**src/rtl/cwdma_2d.sv**
```systemverilog
// cwdma_2d: 2-D output-feature-map address generator driven by tagged instructions,
// with an in-order instruction forwarder and an independent weight-stream skid slice.
module cwdma_2d #(
   parameter int             DW  = 8,
   parameter int             DN  = 6,
   parameter int             AW  = 14,
   parameter int             IW  = 36,
   parameter int             IDW = 4,
   parameter logic [IDW-1:0] ID  = 4'h1
) (
   input  logic               clk,
   input  logic               rst_n,
   input  logic [IW-1:0]      inst_m_data,
   input  logic               inst_m_valid,
   output logic               inst_m_ready,
   output logic [IW-1:0]      inst_s_data,
   output logic               inst_s_valid,
   input  logic               inst_s_ready,
   input  logic [DN*DW-1:0]   cwdma_m_data,
   input  logic               cwdma_m_first,
   input  logic               cwdma_m_last,
   input  logic               cwdma_m_valid,
   output logic               cwdma_m_ready,
   output logic [DN*DW-1:0]   cwdma_s_data,
   output logic               cwdma_s_first,
   output logic               cwdma_s_last,
   output logic               cwdma_s_valid,
   input  logic               cwdma_s_ready,
   output logic [AW-1:0]      ofm_addr,
   output logic               ofm_addr_first,
   output logic               ofm_addr_row_last,
   output logic               ofm_addr_last,
   output logic               ofm_addr_valid,
   input  logic               ofm_addr_ready,
   output logic               busy
);

   localparam int PW = DN*DW + 2;

   typedef enum logic [0:0] {IDLE = 1'b0, RUN = 1'b1} state_t;

   state_t            state_r, state_nxt_s;
   logic              rdy_en_r;
   logic              local_hit_s, local_rdy_s, local_fire_s, fwd_fire_s, addr_fire_s;
   logic [IW-1:0]     fwd_data_r;
   logic              fwd_valid_r;
   logic [8:0]        len_r, col_r;
   logic [4:0]        rep_r, row_r;
   logic [3:0]        gap_r;
   logic [AW-1:0]     row_base_r, addr_r, stride_s, next_base_s;
   logic              first_r, row_last_r, last_r;
   logic [PW-1:0]     out_pl_r, skid_pl_r;
   logic              out_valid_r, skid_valid_r;
   logic              m_fire_s;

   assign local_hit_s  = (inst_m_data[IW-1:32] == ID);
   assign inst_m_ready = local_hit_s ? local_rdy_s
                                     : (rdy_en_r & (~fwd_valid_r | inst_s_ready));
   assign local_fire_s = inst_m_valid & local_hit_s & local_rdy_s;
   assign fwd_fire_s   = inst_m_valid & ~local_hit_s & inst_m_ready;
   assign addr_fire_s  = (state_r == RUN) & ofm_addr_ready;
   assign stride_s     = AW'(len_r) + AW'(gap_r) + {{(AW-1){1'b0}}, 1'b1};
   assign next_base_s  = row_base_r + stride_s;

   // Ready outputs stay low until the first clock edge after reset release.
   always_ff @(posedge clk or negedge rst_n) begin
      if (!rst_n) rdy_en_r <= 1'b0;
      else        rdy_en_r <= 1'b1;
   end

   // FSM state register.
   always_ff @(posedge clk or negedge rst_n) begin
      if (!rst_n) state_r <= IDLE;
      else        state_r <= state_nxt_s;
   end

   // FSM next state; a local head is only accepted while idle, so jobs never overlap.
   always_comb begin
      state_nxt_s = state_r;
      local_rdy_s = 1'b0;
      case (state_r)
         IDLE: begin
            local_rdy_s = rdy_en_r;
            if (inst_m_valid && local_hit_s && rdy_en_r) state_nxt_s = RUN;
            else                                         state_nxt_s = IDLE;
         end
         RUN: begin
            if (addr_fire_s && last_r) state_nxt_s = IDLE;
            else                       state_nxt_s = RUN;
         end
         default: state_nxt_s = IDLE;
      endcase
   end

   // Address counters; flags are precomputed for the address being presented.
   always_ff @(posedge clk or negedge rst_n) begin
      if (!rst_n) begin
         len_r <= 9'd0; rep_r <= 5'd0; gap_r <= 4'd0;
         col_r <= 9'd0; row_r <= 5'd0;
         row_base_r <= '0; addr_r <= '0;
         first_r <= 1'b0; row_last_r <= 1'b0; last_r <= 1'b0;
      end else if (local_fire_s) begin
         len_r      <= inst_m_data[17:9];
         rep_r      <= inst_m_data[8:4];
         gap_r      <= inst_m_data[3:0];
         col_r      <= 9'd0;
         row_r      <= 5'd0;
         row_base_r <= AW'(inst_m_data[31:18]);
         addr_r     <= AW'(inst_m_data[31:18]);
         first_r    <= 1'b1;
         row_last_r <= (inst_m_data[17:9] == 9'd0);
         last_r     <= (inst_m_data[17:9] == 9'd0) && (inst_m_data[8:4] == 5'd0);
      end else if (addr_fire_s) begin
         first_r <= 1'b0;
         if (last_r) begin
            col_r <= 9'd0; row_r <= 5'd0; addr_r <= '0;
            row_last_r <= 1'b0; last_r <= 1'b0;
         end else if (col_r < len_r) begin
            col_r      <= col_r + 9'd1;
            addr_r     <= addr_r + {{(AW-1){1'b0}}, 1'b1};
            row_last_r <= ((col_r + 9'd1) == len_r);
            last_r     <= ((col_r + 9'd1) == len_r) && (row_r == rep_r);
         end else begin
            col_r      <= 9'd0;
            row_r      <= row_r + 5'd1;
            row_base_r <= next_base_s;
            addr_r     <= next_base_s;
            row_last_r <= (len_r == 9'd0);
            last_r     <= (len_r == 9'd0) && ((row_r + 5'd1) == rep_r);
         end
      end else begin
         first_r <= first_r;
      end
   end

   // One-entry forward register for instructions aimed at other blocks.
   always_ff @(posedge clk or negedge rst_n) begin
      if (!rst_n) begin
         fwd_data_r  <= '0;
         fwd_valid_r <= 1'b0;
      end else if (fwd_fire_s) begin
         fwd_data_r  <= inst_m_data;
         fwd_valid_r <= 1'b1;
      end else if (inst_s_ready) begin
         fwd_valid_r <= 1'b0;
      end else begin
         fwd_valid_r <= fwd_valid_r;
      end
   end

   assign cwdma_m_ready = rdy_en_r & ~skid_valid_r;
   assign m_fire_s      = cwdma_m_valid & cwdma_m_ready;

   // Weight skid slice: the skid entry absorbs the beat accepted while the output stalls.
   always_ff @(posedge clk or negedge rst_n) begin
      if (!rst_n) begin
         out_pl_r <= '0; out_valid_r <= 1'b0;
         skid_pl_r <= '0; skid_valid_r <= 1'b0;
      end else if (!out_valid_r || cwdma_s_ready) begin
         if (skid_valid_r) begin
            out_pl_r     <= skid_pl_r;
            out_valid_r  <= 1'b1;
            skid_valid_r <= 1'b0;
         end else if (m_fire_s) begin
            out_pl_r    <= {cwdma_m_data, cwdma_m_first, cwdma_m_last};
            out_valid_r <= 1'b1;
         end else begin
            out_valid_r <= 1'b0;
         end
      end else if (m_fire_s) begin
         skid_pl_r    <= {cwdma_m_data, cwdma_m_first, cwdma_m_last};
         skid_valid_r <= 1'b1;
      end else begin
         skid_valid_r <= skid_valid_r;
      end
   end

   assign {cwdma_s_data, cwdma_s_first, cwdma_s_last} = out_pl_r;
   assign cwdma_s_valid     = out_valid_r;
   assign inst_s_data       = fwd_data_r;
   assign inst_s_valid      = fwd_valid_r;
   assign ofm_addr          = addr_r;
   assign ofm_addr_first    = first_r;
   assign ofm_addr_row_last = row_last_r;
   assign ofm_addr_last     = last_r;
   assign ofm_addr_valid    = (state_r == RUN);
   assign busy              = (state_r == RUN);

endmodule

```
**config.mk**
```make
export PLATFORM = sky130hd
export DESIGN_NAME = cwdma_2d
export DESIGN_NICKNAME = d
export VERILOG_FILES = /design/src/rtl/cwdma_2d.sv
export SDC_FILE = /design/constraint.sdc
export NUM_CORES = 1
export LEC_CHECK = 0
export ABC_AREA = 1
export CORE_MARGIN = 2
export CORE_UTILIZATION = 30
export DETAILED_ROUTE_END_ITERATION = 8
export PLACE_DENSITY_LB_ADDON = 0.12
export SLEW_MARGIN = 10
export SYNTH_ARGS = -nofsm -noshare
export SYNTH_HDL_FRONTEND = slang
export SYNTH_SLANG_ARGS = --single-unit
```
**constraint.sdc**
```tcl
create_clock -name clk -period 3.3 [get_ports clk]
set_clock_uncertainty 0.1 [all_clocks]
set_input_delay 0.66 -clock clk [delete_from_list [all_inputs] [get_ports clk]]
set_output_delay 0.66 -clock clk [all_outputs]
set_load 0.05 [all_outputs]
```
==> flow_summary.toml, run 1 <==
[run_status]
status = "completed"

[run]
drv_cap = 0

[power_and_ir_drop]
vdd_ir_drop_max_uv = 441
total_leakage_power_nw = 6.32
power_density_nw_per_um2 = 878

[cells_and_area]
fin_util_pct = 40.8
n_antenna_cell = 0
drive_gt1_share_pct = 7.66
syn2layout_area_growth_pct = 33.5
layout.nets = 1581

[logic_synthesis]
syn_avg_cell_area_um2 = 8.16
ys_ff_latch = 204
synth_nets = 1384
yosys.area.top_type = "dfrtp_1"
synth_seq_area_share_pct = 49.7
ys_top_cells_by_area = "dfrtp_1 (50%), nand2_1 (13%), o21ai_0 (10%), inv_1 (5.4%), ha_1 (3.4%)"
synthArstFlopShare_pct = 100
yosysWarnings = 0
synth_cell_types = 45
synthFlopType = "dfrtp_1"
yosysMostFrequentCell = "nand2_1"
synth_top_area_share_pct = 49.7
synth_common_cells = "nand2_1 (350), o21ai_0 (213), dfrtp_1 (204)"
postSynthCellCount = 1259
synth_area_um2 = 10300
synth-edff-count = 0

[worst_setup_path]
end_kind = "register"
reg2reg_slack_ps = 570
crit_path_start_kind = "register"
worst-path-max-fanout = 5
arrival_ps = 3100
worstPathRequired_ps = 3660
critPathKind = "register to register"

[clocking]
cts_tree = "done"
cts-root-buf = "clkbuf_16"
clk_latency_ps = 530
cts_buffers = 27
htreeDepth = 1
clockBufferDepth = 3
cts.sinks = 204
cts.clk_slew.worst_paths_ps = 60

[detailed_routing]
drc = 0
vias = 8796
first_pass_iters = 5
viasPerCell = 4.57
dr.first_iter.drc_count = 473
wirelength_mm = 29.1
ant_nets = 0
wl_per_cell_um = 15.1

[timing]
whs_ps = 379
fin_crit_ps = 2730
setup_ws_ps = 566
rsz0062_at_grt = "false"
max_freq_mhz = 366
fin_tns_setup_ps = 0
slew_violations = 0
slew_headroom_pct = 36.6
finalHoldViolCount = 0
setup_viol = 0
timing.final.crit_share_pct = 82.9
worst_pin_slew_ps = 952

[global_route]
grt_max_degree = 101
grt_first_pass_wirelength_mm = 47.3
antenna_found_initial = 3
grtUsageTotal_pct = 16.4
grt_pass1_vias = 8746
grt-ovfl-total = 0

[die]
io_pins = 202
row_count = 67
initial_core_util_pct = 30.5
die_w_um = 189
die_area_um2 = 35700
core_um2 = 33600
die_y_um = 189

[placed_design]
hpwl_mm = 20.8
dpl_worst_slack_ps = 479
portBuffers = 201
gp_congestion = 0.828

[hold_path]
min_path_type = "register to register"
-- worst max-delay path, cell delays in order, from the launching register on --
cell,delay (ps)
dfrtp_1,440
fa_1,590
inv_1,70
fa_1,460
inv_1,90
nand3_1,70
nand2_1,110
nand2_1,60
nand2_1,110
xor2_1,240
nand2_1,120
nand4_1,90
o21ai_0,80
inv_1,50
-- per-layer routing --
layer  vias to the layer above  GRT usage (%)  part of all wire, %
met5                         -              0                 0.14
met4                         6           4.09                  2.2
li1                       4467              -                    -
met1                      4074           21.3                   45
met3                        49           4.45                  6.5
met2                       200           27.0                   46
-- placed cells by master (no fill, tap or decap), types with 14 or more instances in the layout --
| cell | Yosys | layout |
|---|---|---|
| clkdlybuf4s50_1 | 0 | 199 |
| ha_1 | 28 | 28 |
| clkbuf_16 | 0 | 27 |
| o21ai_0 | 213 | 213 |
| dfrtp_1 | 204 | 203 |
| a21oi_1 | 37 | 37 |
| nand3_1 | 49 | 49 |
| nor2_1 | 60 | 60 |
| nand2_1 | 350 | 350 |
| inv_1 | 147 | 146 |
| nand4_1 | 14 | 14 |
-- registers in the layout, summed over array words and instances, names as in the netlist --
name	cells
busy	1
col_r	9
cwdma_s_valid	1
gap_r	4
inst_s_data	36
inst_s_valid	1
len_r	9
ofm_addr	14
ofm_addr_first	1
ofm_addr_last	1
ofm_addr_row_last	1
out_pl_r	50
rdy_en_r	1
rep_r	5
row_base_r	14
row_r	5
skid_pl_r	50
skid_valid_r	1
-- cell families (layout without fill, tap and decap cells) --
family          count (synthesis)  count (layout)  synth area share (%)
compound gates                278             278                  14.2
mux                            13              13                  1.43
simple gates                  512             512                  21.4
xor+xnor                       16              16                  1.36
flops                         204             204                  49.7
other cells                     1               1                0.0365
fa+ha+maj                      32              32                  4.19
buf+inv                       203             420                  7.73
-- metrics by stage --
stage               power [mW]  instances  instance area (um2)
detailed placement        9.18       1874                12800
global placement          9.14       1874                12800
floorplan                 7.34       1259                10300
finish                    12.0       1924                13700
CTS                       12.2       1924                13700
global route              12.9       1924                13700
-- cell type report --
| cell class | instances | area [um2] |
|---|---|---|
| Fill cell | 3389 | 19900 |
| Sequential cell | 204 | 5110 |
| Multi-Input combinational cell | 852 | 4380 |
| Timing Repair Buffer | 216 | 2190 |
| Clock buffer | 36 | 749 |
| Inverter | 155 | 586 |
| Tap cell | 448 | 561 |
| Clock inverter | 13 | 144 |
-- final timing paths --
kind / endpoint / cells after the start / startpoint
setup / recovery: ofm_addr[6]$_DFFE_PN0P_ / 13 / len_r[1]$_DFFE_PN0P_
hold reg to reg: out_pl_r[34]$_DFFE_PN0P_ / 2 / out_pl_r[34]$_DFFE_PN0P_
min in group asynchronous: inst_s_data[16]$_DFFE_PN0P_ / 2 / rst_n
setup reg to reg: ofm_addr[6]$_DFFE_PN0P_ / 13 / len_r[1]$_DFFE_PN0P_
hold / removal: out_pl_r[34]$_DFFE_PN0P_ / 2 / out_pl_r[34]$_DFFE_PN0P_
max in group asynchronous: skid_valid_r$_DFFE_PN0P_ / 3 / rst_n
-- report_power, final --
part / switching, mW / total (mW) / internal, mW
Combinational: 3.45 / 5.27 / 1.82
Sequential: 0.599 / 3.82 / 3.22
Clock: 1.13 / 2.95 / 1.82
-- what timing repair did --
action / 4_1_cts / 5_1_grt
hold buffers: 1 / 0
gates resized for setup: 0 / 0
setup endpoints to repair: 0 / 0
endpoints found under the hold margin: 23 / 0
buffers inserted: 0 / 0
Power figures use the tool's default switching activity.
==> inputs of run 2 (changes only) <==
==> constraint.sdc (replaced) <==
create_clock -name clk -period 2.3 [get_ports clk]
set_clock_uncertainty 0.1 [all_clocks]
set_input_delay 0.46 -clock clk [delete_from_list [all_inputs] [get_ports clk]]
set_output_delay 0.46 -clock clk [all_outputs]
set_load 0.05 [all_outputs]
==> run 2 against run 1 <==
  * The flow now finishes with violations (setup timing)
  * Register-to-register slack worse by 640 ps
  * Worst hold slack got worse by 240 ps
  * First-iteration DRC count is 12% lower
  * Via count up 3.9%
  * Critical path depth rose by 1
  * Highest routed layer is now met4
  * Cell count rose by 4.7%
  * Critical endpoint is now ofm_addr[8]$_DFFE_PN0P_
  * Sequential power increased by 42%
  * Largest cell class unchanged
  * Die area unchanged
  * Sequential cell count is the same
==> flow_summary.toml, run 2 (synthesis gave the netlist of run 1 again) <==
[clocking]
cts_buffers = 25
clockBufferDepth = 3
cts-root-buf = "clkbuf_16"
cts.sinks = 204
htreeDepth = 1
clk_latency_ps = 530
cts.clk_slew.worst_paths_ps = 60
cts_tree = "done"

[die]
io_pins = 202
die_w_um = 189
row_count = 67
core_um2 = 33600
die_y_um = 189
initial_core_util_pct = 30.5
die_area_um2 = 35700

[detailed_routing]
drc = 0
first_pass_iters = 5
vias = 9142
ant_nets = 0
viasPerCell = 4.54
wl_per_cell_um = 15.3
wirelength_mm = 30.9
dr.first_iter.drc_count = 417

[worst_setup_path]
crit_path_start_kind = "register"
arrival_ps = 2690
worst-path-max-fanout = 2
critPathKind = "register to register"
end_kind = "register"
worstPathRequired_ps = 2620

[placed_design]
hpwl_mm = 22.4
placed_cell_area_um2 = 13500
gp_congestion = 0.869
portBuffers = 201
dp.cells = 1953
dpl_worst_slack_ps = -211

[power_and_ir_drop]
p_sw_mw = 8.32
power_density_nw_per_um2 = 1300
internal_power_mw = 11.2
vdd_ir_drop_max_uv = 553
pwr-share-clk_pct = 20.5
p_seq_share_pct = 27.9
total_leakage_power_nw = 7.21
p_comb_share_pct = 51.7
swShare_pct = 42.7

[timing]
finalHoldViolCount = 0
rsz0062_at_grt = "true"
setup_viol = 3
timing.final.crit_share_pct = 103
fin_tns_setup_ps = -174
fin_crit_ps = 2370
worst_pin_slew_ps = 913
max_freq_mhz = 421
setup_ws_ps = -73.3
slew_headroom_pct = 39.2
slew_violations = 0

[cells_and_area]
finalNonFillerCells = 2015
syn2layout_area_growth_pct = 46.2
drive_gt1_share_pct = 18.7
final_common_cell = "nand2_1"
final_cell_mix = "nand2_1 (332), o21ai_0 (206), dfrtp_1 (201), clkdlybuf4s50_1 (137), inv_1 (136)"
layout.nets = 1673
fin_util_pct = 44.7
final_area_um2 = 15000

[global_route]
grt_max_degree = 101
grt-ovfl-total = 0
grtUsageTotal_pct = 17.2
grt_first_pass_wirelength_mm = 49.1
antenna_found_initial = 3
grt_pass1_vias = 9034

[run]
drv_cap = 0

[run_status]
status = "complete, but fails checks"
violations = "setup timing"

[hold_path]
min_path_type = "primary input to register"
-- run 2: path summary, 6_finish.rpt --
check	startpoint	to	slack, ps	cells after the start
setup / recovery	row_base_r[1]$_DFFE_PN0P_	ofm_addr[8]$_DFFE_PN0P_	-70	14
hold / removal	inst_m_data[33]	inst_s_data[33]$_DFFE_PN0P_	140	3
setup reg to reg	row_base_r[1]$_DFFE_PN0P_	ofm_addr[8]$_DFFE_PN0P_	-70	14
hold reg to reg	out_pl_r[46]$_DFFE_PN0P_	out_pl_r[46]$_DFFE_PN0P_	370	2
max in group asynchronous	rst_n	out_pl_r[34]$_DFFE_PN0P_	1120	3
min in group asynchronous	rst_n	len_r[6]$_DFFE_PN0P_	320	2
-- run 2: critical path: stages (launching register included) --
cell	delay (ps)
dfrtp_1	400
fa_1	570
inv_1	60
fa_2	350
inv_2	70
nand3_2	60
nand2_2	80
nand2_2	60
nand2_2	80
a21oi_2	60
xor2_1	150
nand2_1	60
nand3b_1	70
nand2_1	60
inv_1	30
-- run 2: power groups by stage --
| stage | Sequential [mW] | Clock [mW] | Combinational [mW] |
|---|---|---|---|
| 3_3_place_gp | 5.48 | 0 | 8.68 |
| 2_1_floorplan | 6.98 | 0 | 3.60 |
| 3_5_place_dp | 5.47 | 0 | 8.73 |
| 4_1_cts | 5.43 | 4.12 | 9.17 |
| 6_report | 5.44 | 3.99 | 10.1 |
| 5_1_grt | 5.58 | 4.30 | 11.0 |
-- run 2: timing repair --
action | CTS | global route
pin swaps | 18 | 29
endpoints found under the hold margin | 33 | 0
endpoints found under the setup margin | 55 | 58
hold buffers | 1 | 0
setup buffers | 5 | 11
resized for setup | 72 | 98
-- run 2: routing by layer --
| metal | share of wire (%) | track usage, % |
|---|---|---|
| met5 | 0 | 0 |
| met4 | 2.5 | 4.42 |
| met3 | 7.9 | 5.45 |
| met2 | 46 | 28.2 |
| met1 | 44 | 22.0 |
-- run 2: through the flow --
stage / power, mW / hold slack, ps
5_1_grt: 20.9 / 159
2_1_floorplan: 10.6 / 64.4
6_report: 19.5 / 140
3_3_place_gp: 14.2 / 271
3_5_place_dp: 14.2 / 268
4_1_cts: 18.7 / 206
-- run 2: cell type report --
| type | count | area, um2 |
|---|---|---|
| Clock buffer | 35 | 713 |
| Timing Repair Buffer | 310 | 3080 |
| Sequential cell | 204 | 5110 |
| Antenna cell | 1 | 2.50 |
| Tap cell | 448 | 561 |
| Clock inverter | 10 | 116 |
| Multi-Input combinational cell | 852 | 4840 |
| Fill cell | 3387 | 18600 |
| Inverter | 155 | 591 |
